## config.mk

```make
export PLATFORM = sky130hd
export DESIGN_NAME = servo_pwm_gen_flat
export DESIGN_NICKNAME = d
export VERILOG_FILES = /design/src/rtl/servo_pkg.sv /design/src/rtl/servo_pwm_gen_if.sv /design/src/rtl/servo_pwm_channel.sv /design/src/rtl/servo_pwm_gen.sv /design/src/flat_wrapper.sv
export SDC_FILE = /design/constraint.sdc
export NUM_CORES = 1
export LEC_CHECK = 0
export ABC_AREA = 1
export CORE_MARGIN = 10
export CORE_UTILIZATION = 55
export DETAILED_ROUTE_END_ITERATION = 6
export HOLD_SLACK_MARGIN = 0.06
export PLACE_DENSITY = 0.81
export SYNTH_ARGS = -nofsm -noshare
export SYNTH_HDL_FRONTEND = slang
export SYNTH_HIERARCHICAL = 1
export SYNTH_SLANG_ARGS = --single-unit
```

## constraint.sdc

```tcl
create_clock -name clk -period 2.4 [get_ports clk]
set_input_delay 0.36 -clock clk [delete_from_list [all_inputs] [get_ports clk]]
set_output_delay 0.36 -clock clk [all_outputs]
set_load 0.05 [all_outputs]
```

## src/rtl/servo_pkg.sv

```systemverilog
// rtl/servo_pkg.sv - shared servo drive constants and pulse width helper
//
// Purpose: default timing for the servo pulse generator, the command/counter
// widths shared with the steering block, and the pulse width rule.
// Ports: none (package).
package servo_pkg;

  localparam int CMD_W = 8;
  localparam int US_W  = 16;

  localparam logic [CMD_W-1:0] CMD_IDLE = '0;

  localparam int DEF_TICK_DIV      = 100;
  localparam int DEF_FRAME_US      = 20000;
  localparam int DEF_PULSE_BASE_US = 1000;
  localparam int DEF_PULSE_STEP_US = 4;

  // Pulse width in microsecond ticks for a given command.
  function automatic logic [US_W-1:0] pulse_width(input int base, input int step,
                                                  input logic [CMD_W-1:0] cmd);
    return US_W'(base + int'(cmd) * step);
  endfunction

endpackage

```

## src/rtl/servo_pwm_gen_if.sv

```systemverilog
// rtl/servo_pwm_gen_if.sv - command and pin bundle between steering logic and servo generator
//
// Purpose: groups the drive enable, both speed commands and the generator outputs.
// Signals: en, cmd_l, cmd_r (steering -> generator);
//          pwm_l, pwm_r, frame_start, active_l, active_r (generator -> pins/steering).
// Modports: master = steering side, slave = pulse generator.
interface servo_pwm_gen_if;
  import servo_pkg::*;

  logic             en;
  logic [CMD_W-1:0] cmd_l;
  logic [CMD_W-1:0] cmd_r;
  logic             pwm_l;
  logic             pwm_r;
  logic             frame_start;
  logic             active_l;
  logic             active_r;

  modport master (
    output en, cmd_l, cmd_r,
    input  pwm_l, pwm_r, frame_start, active_l, active_r
  );

  modport slave (
    input  en, cmd_l, cmd_r,
    output pwm_l, pwm_r, frame_start, active_l, active_r
  );

endinterface

```

## src/rtl/servo_pwm_channel.sv

```systemverilog
// rtl/servo_pwm_channel.sv - one servo channel: frame-latched command and pulse compare
//
// Purpose: latches the command at the frame boundary, derives the pulse width
// and compares it against the shared frame counter.
// Ports: clk, rst (sync, active-high); boundary (last tick of frame);
//        en, cmd (live command); us_cnt (shared frame counter);
//        pwm (registered pin), active (latched command non-zero).
module servo_pwm_channel
  import servo_pkg::*;
#(
  parameter int PULSE_BASE_US = DEF_PULSE_BASE_US,
  parameter int PULSE_STEP_US = DEF_PULSE_STEP_US
) (
  input  logic             clk,
  input  logic             rst,
  input  logic             boundary,
  input  logic             en,
  input  logic [CMD_W-1:0] cmd,
  input  logic [US_W-1:0]  us_cnt,
  output logic             pwm,
  output logic             active
);

  logic [CMD_W-1:0] shadow;
  logic [US_W-1:0]  width;

  always_ff @(posedge clk) begin
    if (rst) begin
      shadow <= CMD_IDLE;
      width  <= '0;
      pwm    <= 1'b0;
      active <= 1'b0;
    end else begin
      // Only the boundary edge may change what the current frame emits.
      if (boundary) begin
        shadow <= en ? cmd : CMD_IDLE;
        width  <= pulse_width(PULSE_BASE_US, PULSE_STEP_US, cmd);
      end
      // One clk behind the counter, so the pulse starts the clk after the boundary.
      pwm    <= (shadow != CMD_IDLE) && (us_cnt < width);
      active <= (shadow != CMD_IDLE);
    end
  end

endmodule

```

## src/rtl/servo_pwm_gen.sv

```systemverilog
// rtl/servo_pwm_gen.sv - two-channel fixed-frame servo pulse generator
//
// Purpose: shared microsecond prescaler and frame counter driving a left and a
// right servo channel; frame_start marks the first clk of every frame.
// Ports: clk, rst (sync, active-high);
//        bus (slave): en, cmd_l, cmd_r in; pwm_l, pwm_r, frame_start,
//        active_l, active_r out.
module servo_pwm_gen
  import servo_pkg::*;
#(
  parameter int TICK_DIV      = DEF_TICK_DIV,
  parameter int FRAME_US      = DEF_FRAME_US,
  parameter int PULSE_BASE_US = DEF_PULSE_BASE_US,
  parameter int PULSE_STEP_US = DEF_PULSE_STEP_US
) (
  input logic           clk,
  input logic           rst,
  servo_pwm_gen_if.slave bus
);

  localparam int TICK_W       = (TICK_DIV > 1) ? $clog2(TICK_DIV) : 1;
  localparam int MAX_WIDTH_US = PULSE_BASE_US + ((1 << CMD_W) - 1) * PULSE_STEP_US;

  // The widest pulse must end inside the frame or the output would never drop.
  if (MAX_WIDTH_US >= FRAME_US) begin : g_width_check
    $error("servo_pwm_gen: maximum pulse width %0d us does not fit in frame of %0d us",
           MAX_WIDTH_US, FRAME_US);
  end

  logic [TICK_W-1:0] tick_cnt;
  logic [US_W-1:0]   us_cnt;
  logic              tick;
  logic              boundary;
  logic              boundary_q;
  logic              frame_start_q;

  assign tick     = (tick_cnt == TICK_W'(TICK_DIV - 1));
  assign boundary = tick && (us_cnt == US_W'(FRAME_US - 1));

  always_ff @(posedge clk) begin
    if (rst) begin
      tick_cnt      <= '0;
      us_cnt        <= '0;
      boundary_q    <= 1'b0;
      frame_start_q <= 1'b0;
    end else begin
      tick_cnt <= tick ? '0 : tick_cnt + TICK_W'(1);
      if (tick) begin
        us_cnt <= boundary ? '0 : us_cnt + US_W'(1);
      end
      // Two stages so the strobe lines up with the registered pwm rising edge.
      boundary_q    <= boundary;
      frame_start_q <= boundary_q;
    end
  end

  assign bus.frame_start = frame_start_q;

  servo_pwm_channel #(
    .PULSE_BASE_US(PULSE_BASE_US),
    .PULSE_STEP_US(PULSE_STEP_US)
  ) u_ch_l (
    .clk     (clk),
    .rst     (rst),
    .boundary(boundary),
    .en      (bus.en),
    .cmd     (bus.cmd_l),
    .us_cnt  (us_cnt),
    .pwm     (bus.pwm_l),
    .active  (bus.active_l)
  );

  servo_pwm_channel #(
    .PULSE_BASE_US(PULSE_BASE_US),
    .PULSE_STEP_US(PULSE_STEP_US)
  ) u_ch_r (
    .clk     (clk),
    .rst     (rst),
    .boundary(boundary),
    .en      (bus.en),
    .cmd     (bus.cmd_r),
    .us_cnt  (us_cnt),
    .pwm     (bus.pwm_r),
    .active  (bus.active_r)
  );

endmodule

```

## src/flat_wrapper.sv

```systemverilog
// flat-port wrapper written by rule: the top's interface ports become plain ports
module servo_pwm_gen_flat import servo_pkg::*;
#(
  parameter int TICK_DIV      = DEF_TICK_DIV,
  parameter int FRAME_US      = DEF_FRAME_US,
  parameter int PULSE_BASE_US = DEF_PULSE_BASE_US,
  parameter int PULSE_STEP_US = DEF_PULSE_STEP_US
)
  (clk, rst, bus_en, bus_cmd_l, bus_cmd_r, bus_pwm_l, bus_pwm_r, bus_frame_start, bus_active_l, bus_active_r);
  servo_pwm_gen_if bus_i ();
  input logic clk;
  input logic rst;
  input wire logic [$bits(bus_i.en)-1:0] bus_en;
  input wire logic [$bits(bus_i.cmd_l)-1:0] bus_cmd_l;
  input wire logic [$bits(bus_i.cmd_r)-1:0] bus_cmd_r;
  output wire logic [$bits(bus_i.pwm_l)-1:0] bus_pwm_l;
  output wire logic [$bits(bus_i.pwm_r)-1:0] bus_pwm_r;
  output wire logic [$bits(bus_i.frame_start)-1:0] bus_frame_start;
  output wire logic [$bits(bus_i.active_l)-1:0] bus_active_l;
  output wire logic [$bits(bus_i.active_r)-1:0] bus_active_r;
  assign bus_i.en = bus_en;
  assign bus_i.cmd_l = bus_cmd_l;
  assign bus_i.cmd_r = bus_cmd_r;
  assign bus_pwm_l = bus_i.pwm_l;
  assign bus_pwm_r = bus_i.pwm_r;
  assign bus_frame_start = bus_i.frame_start;
  assign bus_active_l = bus_i.active_l;
  assign bus_active_r = bus_i.active_r;
  servo_pwm_gen #(.TICK_DIV(TICK_DIV), .FRAME_US(FRAME_US), .PULSE_BASE_US(PULSE_BASE_US), .PULSE_STEP_US(PULSE_STEP_US)) u_core (.clk(clk), .rst(rst), .bus(bus_i));
endmodule
```

==> summary.txt, run 1 <==
Global route
  • Initial antenna violation count: 0
  • Aggregate global-route resource usage: around 16%
  • GR Overflow Total: 0
  • Largest net degree at the start of global routing: 28
  • First-pass GRT wire length: around 13,000 um
  • Number of global-route vias before repair: 3,067

Detailed routing
  • Post-route ant nets: 0
  • Vias: about 3,200
  • Post-Route WL: just under 8000 um
  • Initial DRC count: between 200 and 250
  • Vias/cell: between 5 and 6
  • Routed WL per cell: between 10 and 15 um
  • Drt pass-1 iters: 4
  • DRC: 0

Layout
  • P&R area growth vs syn: 14.4%
  • Nets@finish: just under 600
  • Fill cell count: 586
  • N_diodes: 0
  • Share of cells above drive strength 1: a little under 9%

Floorplan
  • Die width: around 100 um
  • Die area: 10,000 um2
  • Die Ht: 100 um
  • Core area: about 6300 um2
  • Row Count: 29
  • IO Pins: 24
  • Initial Util: between 50% and 60%

Critical path
  • Crit path required time: about 2.6 ns
  • Startpoint Class: flop
  • Worst r2r src: u_core/tick_cnt[0]$_SDFF_PP0_
  • Cell count of the worst reg-to-reg path: 9
  • CP Capture Type: flop
  • R2r setup slk: between 0.3 and 0.4 ns
  • Crit Path Class: flop to flop
  • Crit path max fanout: 27
  • Reg2reg end: u_core/u_ch_l/width[4]$_SDFFE_PP0P_
  • Crit path DAT: 2.28 ns

Power
  • Peak VDD IR: roughly 0.38 mV
  • P_leak: 1.82 nW
  • Power Dens Cells: roughly 550 nW/um2

Timing
  • RSZ-0062 raised after global routing: false
  • Fin. max-slew vios: 0
  • Period minus WS final: between 2 and 2.5 ns
  • Fin crit share: 85.9%
  • Setup TNS: 0 ns
  • Slew @ Worst Pin: about 0.67 ns
  • Final hold vios: 0
  • Final Worst Setup Slack: around 0.34 ns
  • Fmax: ~480 MHz
  • Slew HR: between 50% and 60%
  • # setup viols final: 0
  • Skew final: ~0.006 ns

Yosys
  • Syn_nets: roughly 560
  • Post-Syn Area: approximately 3500 um2
  • Yosys warns: 6
  • Cells after Synth: 518
  • Sequential share of the synthesized area: 35.7%
  • Yosys reg bits: 63
  • Distinct cell type count after synthesis: 32
  • Mean Syn Cell Area: 6.82 um2

Run status
  • Outcome: complete, no violations

Clock network
  • Longest Clk Path Bufs: 2
  • CTS Sinks: between 60 and 70
  • Cts repair resizes: 0
  • CTS tree: yes
  • CTS Root Cell: clkbuf_8
  • Cts-stage hold buffer count: 0
  • H-Tree Depth: 3
  • Clock transition at path regs: ~0.070 ns
  • Post-CTS Repair Setup Buffers: 0
  • CTS buffer count: 9
  • Clock Latency Late Sink: 0.34 ns

Run
  • Total of max-cap violations: 0

Placement
  • Detailed Place HPWL: ~5700 um
  • PortBufs: 23
  • Worst setup slack after placement: approximately 0.37 ns
  • GPL Wtd Cong: approximately 0.92

Min path
  • Hold EP: u_core/bus.frame_start$_SDFF_PP0_
  • Worst min path class: flop to flop
  • WHS Path Cells: 2
  • Hold_sp: u_core/boundary_q$_SDFF_PP0_
==> power breakdown <==
group / switching, W / internal, W
combinational: 0.0000679 / 0.0000504
clock: 0.000402 / 0.000641
sequential: 0.00000337 / 0.00105
total: 0.000473 / 0.00174
==> layout by cell type, fill, tap and decap left out, types with 2 or more instances in the layout <==
master | synthesis | final
nand2_2 | 2 | 2
bufinv_16 | 0 | 2
nand3_1 | 45 | 45
inv_2 | 8 | 8
nand4_1 | 5 | 5
clkbuf_1 | 0 | 2
nand3_2 | 6 | 6
nor2_1 | 77 | 76
nor2_4 | 4 | 4
a21oi_2 | 2 | 2
o21ai_1 | 9 | 9
nor3_1 | 4 | 4
or2_0 | 2 | 2
buf_4 | 2 | 5
nand3b_1 | 2 | 2
o211ai_1 | 2 | 2
clkdlybuf4s50_1 | 0 | 23
xor2_1 | 6 | 6
nand2_1 | 109 | 109
o21ai_0 | 12 | 12
ha_1 | 20 | 20
xnor2_1 | 2 | 2
inv_1 | 76 | 76
a21oi_1 | 41 | 41
nor2_2 | 4 | 5
clkbuf_8 | 0 | 11
dfxtp_1 | 63 | 63
==> critical path: stages (launching register included) <==
cell     delay, ns
dfxtp_1       0.35
ha_1          0.21
nand3_1       0.13
nor2_4        0.22
nand2_1       0.15
nor2_2        0.25
buf_12        0.21
inv_2         0.14
o21ai_0       0.21
a21oi_1       0.06
==> area by class of cell <==
cell class              count  area, um2  area share [%]
flip-flops and latches     63       1260            31.2
clock buffers              13        159            3.93
multi-input cells         359       1860            46.0
clock inverters             3       65.1            1.61
repair buffers             29        288            7.12
inverters                  84        315            7.80
well taps                  77       96.3            2.38
==> routing by layer <==
| metal | vias up | wire length, um | GRT usage, % |
|---|---|---|---|
| met5 | - | 0 | 0 |
| met4 | 0 | 238 | 9.89 |
| met3 | 24 | 387 | 3.09 |
| met2 | 68 | 3750 | 26.6 |
| met1 | 1454 | 3530 | 18.9 |
| li1 | 1693 | - | - |
==> flip-flops by register name (all words and copies together) (netlist names) <==
name	cells
u_core/us_cnt	16
u_core/u_ch_l/width	9
u_core/u_ch_r/width	9
u_core/u_ch_l/shadow	8
u_core/u_ch_r/shadow	8
u_core/tick_cnt	7
u_core/boundary_q	1
u_core/bus.frame_start	1
u_core/u_ch_l/active	1
u_core/u_ch_l/pwm	1
u_core/u_ch_r/active	1
u_core/u_ch_r/pwm	1
==> how the worst max path moves through the flow <==
stage | slack [ns] | to | cells after the start | from
after floorplan | 0.59 | u_core/u_ch_l/width[5]$_SDFFE_PP0P_ | 9 | u_core/tick_cnt[0]$_SDFF_PP0_
after global placement | 0.48 | u_core/u_ch_l/width[4]$_SDFFE_PP0P_ | 9 | u_core/tick_cnt[0]$_SDFF_PP0_
after detailed placement | 0.37 | u_core/u_ch_l/width[4]$_SDFFE_PP0P_ | 9 | u_core/tick_cnt[0]$_SDFF_PP0_
after CTS | 0.35 | u_core/u_ch_l/width[4]$_SDFFE_PP0P_ | 9 | u_core/tick_cnt[0]$_SDFF_PP0_
after global routing | 0.14 | u_core/u_ch_l/width[4]$_SDFFE_PP0P_ | 9 | u_core/tick_cnt[0]$_SDFF_PP0_
final | 0.34 | u_core/u_ch_l/width[4]$_SDFFE_PP0P_ | 9 | u_core/tick_cnt[0]$_SDFF_PP0_
==> cell families after synthesis <==
kind of cell | after synthesis | synth area share [%]
simple gates | 264 | 33.5
fa+ha+maj | 20 | 7.08
xor+xnor | 8 | 1.98
buf+inv | 96 | 11.8
compound gates | 67 | 9.91
flops | 63 | 35.7
==> cell usage after synthesis (all sizes together) <==
library cell	number	area (um2)
inv	84	315
ha	20	250
or2	3	18.8
o21ai	21	105
nand3	51	285
nand2	111	422
nand4	5	31.3
buf	12	103
and3	1	6.26
o211ai	2	15.0
nand3b	3	35.0
o21bai	1	7.51
nor3	4	20.0
nor2	85	359
xnor2	2	17.5
xor2	6	52.6
a21oi	43	223
dfxtp	63	1260
nor3b	1	7.51
==> metrics by stage <==
stage	instances	instance area, um2	hold WS (ns)	utilization [%]	total power [W]
detailed placement	612	3820	0.411	60.5	0.00119
floorplan	518	3530	0.388	-	0.00113
global placement	612	3820	0.409	60.5	0.00119
CTS	628	4040	0.420	64.0	0.00222
finish	628	4040	0.423	64.0	0.00221
global route	628	4040	0.444	64.0	0.00228
(Power assumes the default switching activity.)
==> run 2: changes to the inputs <==
--- a/config.mk
+++ b/config.mk
@@ -7,10 +7,10 @@
 export LEC_CHECK = 0
 export ABC_AREA = 1
 export CORE_MARGIN = 10
-export CORE_UTILIZATION = 55
+export CORE_UTILIZATION = 45
 export DETAILED_ROUTE_END_ITERATION = 6
 export HOLD_SLACK_MARGIN = 0.06
-export PLACE_DENSITY = 0.81
+export PLACE_DENSITY = 0.7
 export SYNTH_ARGS = -nofsm -noshare
 export SYNTH_HDL_FRONTEND = slang
 export SYNTH_HIERARCHICAL = 1
==> summary.txt, run 2 (synthesized netlist as in run 1, its figures left out) <==
Timing
  • Setup TNS: 0 ns (unchanged)
  • Fmax: 479 MHz (-1.3%)
  • Fin crit share: 87.0% (+1.1 points)
  • Fin. max-slew vios: 0 (unchanged)
  • RSZ-0062 raised after global routing: false
  • Slew @ Worst Pin: 0.696 ns (+0.0311 ns)
  • # setup viols final: 0 (unchanged)
  • Period minus WS final: 2.09 ns (+0.0268 ns)
  • Final hold vios: 0 (unchanged)
  • Skew final: 0.00804 ns (+0.00189 ns)
  • Slew HR: 53.4% (-2.1 points)

Clock network
  • Cts repair resizes: 0 (unchanged)
  • CTS Sinks: 63 (unchanged)
  • CTS tree: yes
  • Longest Clk Path Bufs: 2 (unchanged)
  • Clock Latency Late Sink: 0.34 ns (about the same)
  • H-Tree Depth: 3 (unchanged)
  • Clock transition at path regs: 0.07 ns (about the same)
  • Cts-stage hold buffer count: 0 (unchanged)
  • CTS Root Cell: clkbuf_8
  • CTS buffer count: 9 (unchanged)
  • Post-CTS Repair Setup Buffers: 0 (unchanged)

Detailed routing
  • DRC: 0 (unchanged)
  • Vias: 3,180 (-1.8%)
  • Routed WL per cell: 11.7 um (-6.8%)
  • Post-route ant nets: 0 (unchanged)
  • Drt pass-1 iters: 4 (unchanged)
  • Vias/cell: 4.88 (-5.4%)
  • Post-Route WL: 7650 um (-3.2%)
  • Initial DRC count: 166 (-18%)

Min path
  • Worst min path class: flop to flop

Global route
  • Aggregate global-route resource usage: 13.7% (-2.4 points)
  • GR Overflow Total: 0 (unchanged)
  • Number of global-route vias before repair: 2,976 (-3.0%)
  • First-pass GRT wire length: 13,300 um (-0.67%)
  • Initial antenna violation count: 0 (unchanged)
  • Largest net degree at the start of global routing: 20 (-29%)

Placement
  • PortBufs: 23 (unchanged)
  • GPL Wtd Cong: 0.905 (-1.7%)
  • Detailed Place HPWL: 5660 um (-0.90%)

Critical path
  • CP cell instances: ha_1 -> nand3_1 -> nor2_4 -> nand2_1 -> nor2_2 -> inv_2 -> o21ai_0 -> a21oi_1
  • Crit path DAT: 2.31 ns (+0.03 ns)
  • Crit Path Class: flop to flop
  • Crit path max fanout: 17 (-37%)
  • Crit path required time: 2.62 ns (about the same)
  • Max incr delay on CP: 0.40 ns (+0.05 ns)
  • CP Capture Type: flop
  • Startpoint Class: flop
  • Worst path slowest cell: nor2_2

Run
  • Total of max-cap violations: 0 (unchanged)

Floorplan
  • IO Pins: 24 (unchanged)
  • Die width: 109 um (+8.4%)
  • Die area: 11,800 um2 (+18%)
  • Row Count: 32 (+10%)
  • Die Ht: 109 um (+8.4%)
  • Core area: 7690 um2 (+22%)
  • Initial Util: 46.0% (-10 points)

Power
  • Peak VDD IR: 0.338 mV (-9.8%)
  • P_leak: 1.81 nW (-0.48%)
  • Power Dens Cells: 518 nW/um2 (-5.5%)
  • Total Power: 0.00209 W (-5.4%)

Layout
  • Max FFs per register: 16 (unchanged)
  • Top reg by flops: u_core/us_cnt
  • Share of cells above drive strength 1: 9.09% (+0.20 points)
  • Commonest cells after routing, fill and taps aside: 109 x nand2_1, 76 x inv_1, 76 x nor2_1
  • Area taken by multi-input logic gates: 1860 um2 (unchanged)
  • Fill cell count: 775 (+32%)
  • P&R area growth vs syn: 14.5% (about the same)
  • Nets@finish: 585 (unchanged)
  • N_diodes: 0 (unchanged)
  • Largest regs: u_core/us_cnt (16), u_core/u_ch_l/width (9), u_core/u_ch_r/width (9)
  • Register area: 1260 um2 (unchanged)
  • Most common cell after layout, fill and taps aside: nand2_1

Run status
  • Outcome: complete, no violations
## run 2: cell count changes in the layout (fill, tap and decap cells not counted)
cell / before / now
clkbuf_1: 2 / 0
clkinv_2: 1 / 3
bufinv_16: 2 / 1
## run 2: layer usage
metal | share of wire [%] | up-vias | global-route usage, %
met1 | 47 | 1406 | 16.5
met5 | 0 | - | 0
li1 | - | 1690 | -
met2 | 46 | 68 | 22.9
met4 | 2.2 | 0 | 6.31
met3 | 4.5 | 16 | 3.19
## run 2: layout make-up
cell class	instances	area share, %
clock buffers	11	3.74
clock inverters	4	1.11
inverters	84	7.79
multi-input cells	359	45.9
flip-flops and latches	63	31.2
well taps	102	3.15
repair buffers	29	7.11
## run 2: final timing paths
kind / start / endpoint / slack (ns) / depth (start not counted)
worst max-delay path: u_core/tick_cnt[0]$_SDFF_PP0_ / u_core/u_ch_l/width[4]$_SDFFE_PP0P_ / 0.31 / 8
worst min-delay path: u_core/boundary_q$_SDFF_PP0_ / u_core/bus.frame_start$_SDFF_PP0_ / 0.42 / 2
worst max register to register: u_core/tick_cnt[0]$_SDFF_PP0_ / u_core/u_ch_l/width[4]$_SDFFE_PP0P_ / 0.31 / 8
worst min register to register: u_core/boundary_q$_SDFF_PP0_ / u_core/bus.frame_start$_SDFF_PP0_ / 0.42 / 2
## run 2: power by group
group,internal [W],switching [W],total (W)
sequential,0.00105,0.00000330,0.00105
combinational,0.0000502,0.0000681,0.000118
clock,0.000525,0.000399,0.000924
total,0.00162,0.000470,0.00209
## run 2: worst max-delay path, delay by kind of cell, from the launching register on
kind / cells / cell delay (ns)
fa+ha+maj: 1 / 0.21
simple gates: 4 / 0.90
buf+inv: 1 / 0.24
compound gates: 2 / 0.27
flops: 1 / 0.35
## run 2: per-stage QoR
step                      setup WS, ns  cell area (um2)  hold WS [ns]  util, %  instances
after floorplan                  0.593             3530         0.388        -        518
after global placement           0.383             3850         0.411     50.1        637
after detailed placement         0.298             3850         0.416     50.1        637
after CTS                        0.294             4050         0.425     52.6        652
after global routing            0.0794             4050         0.454     52.6        652
final                            0.311             4050         0.422     52.6        652
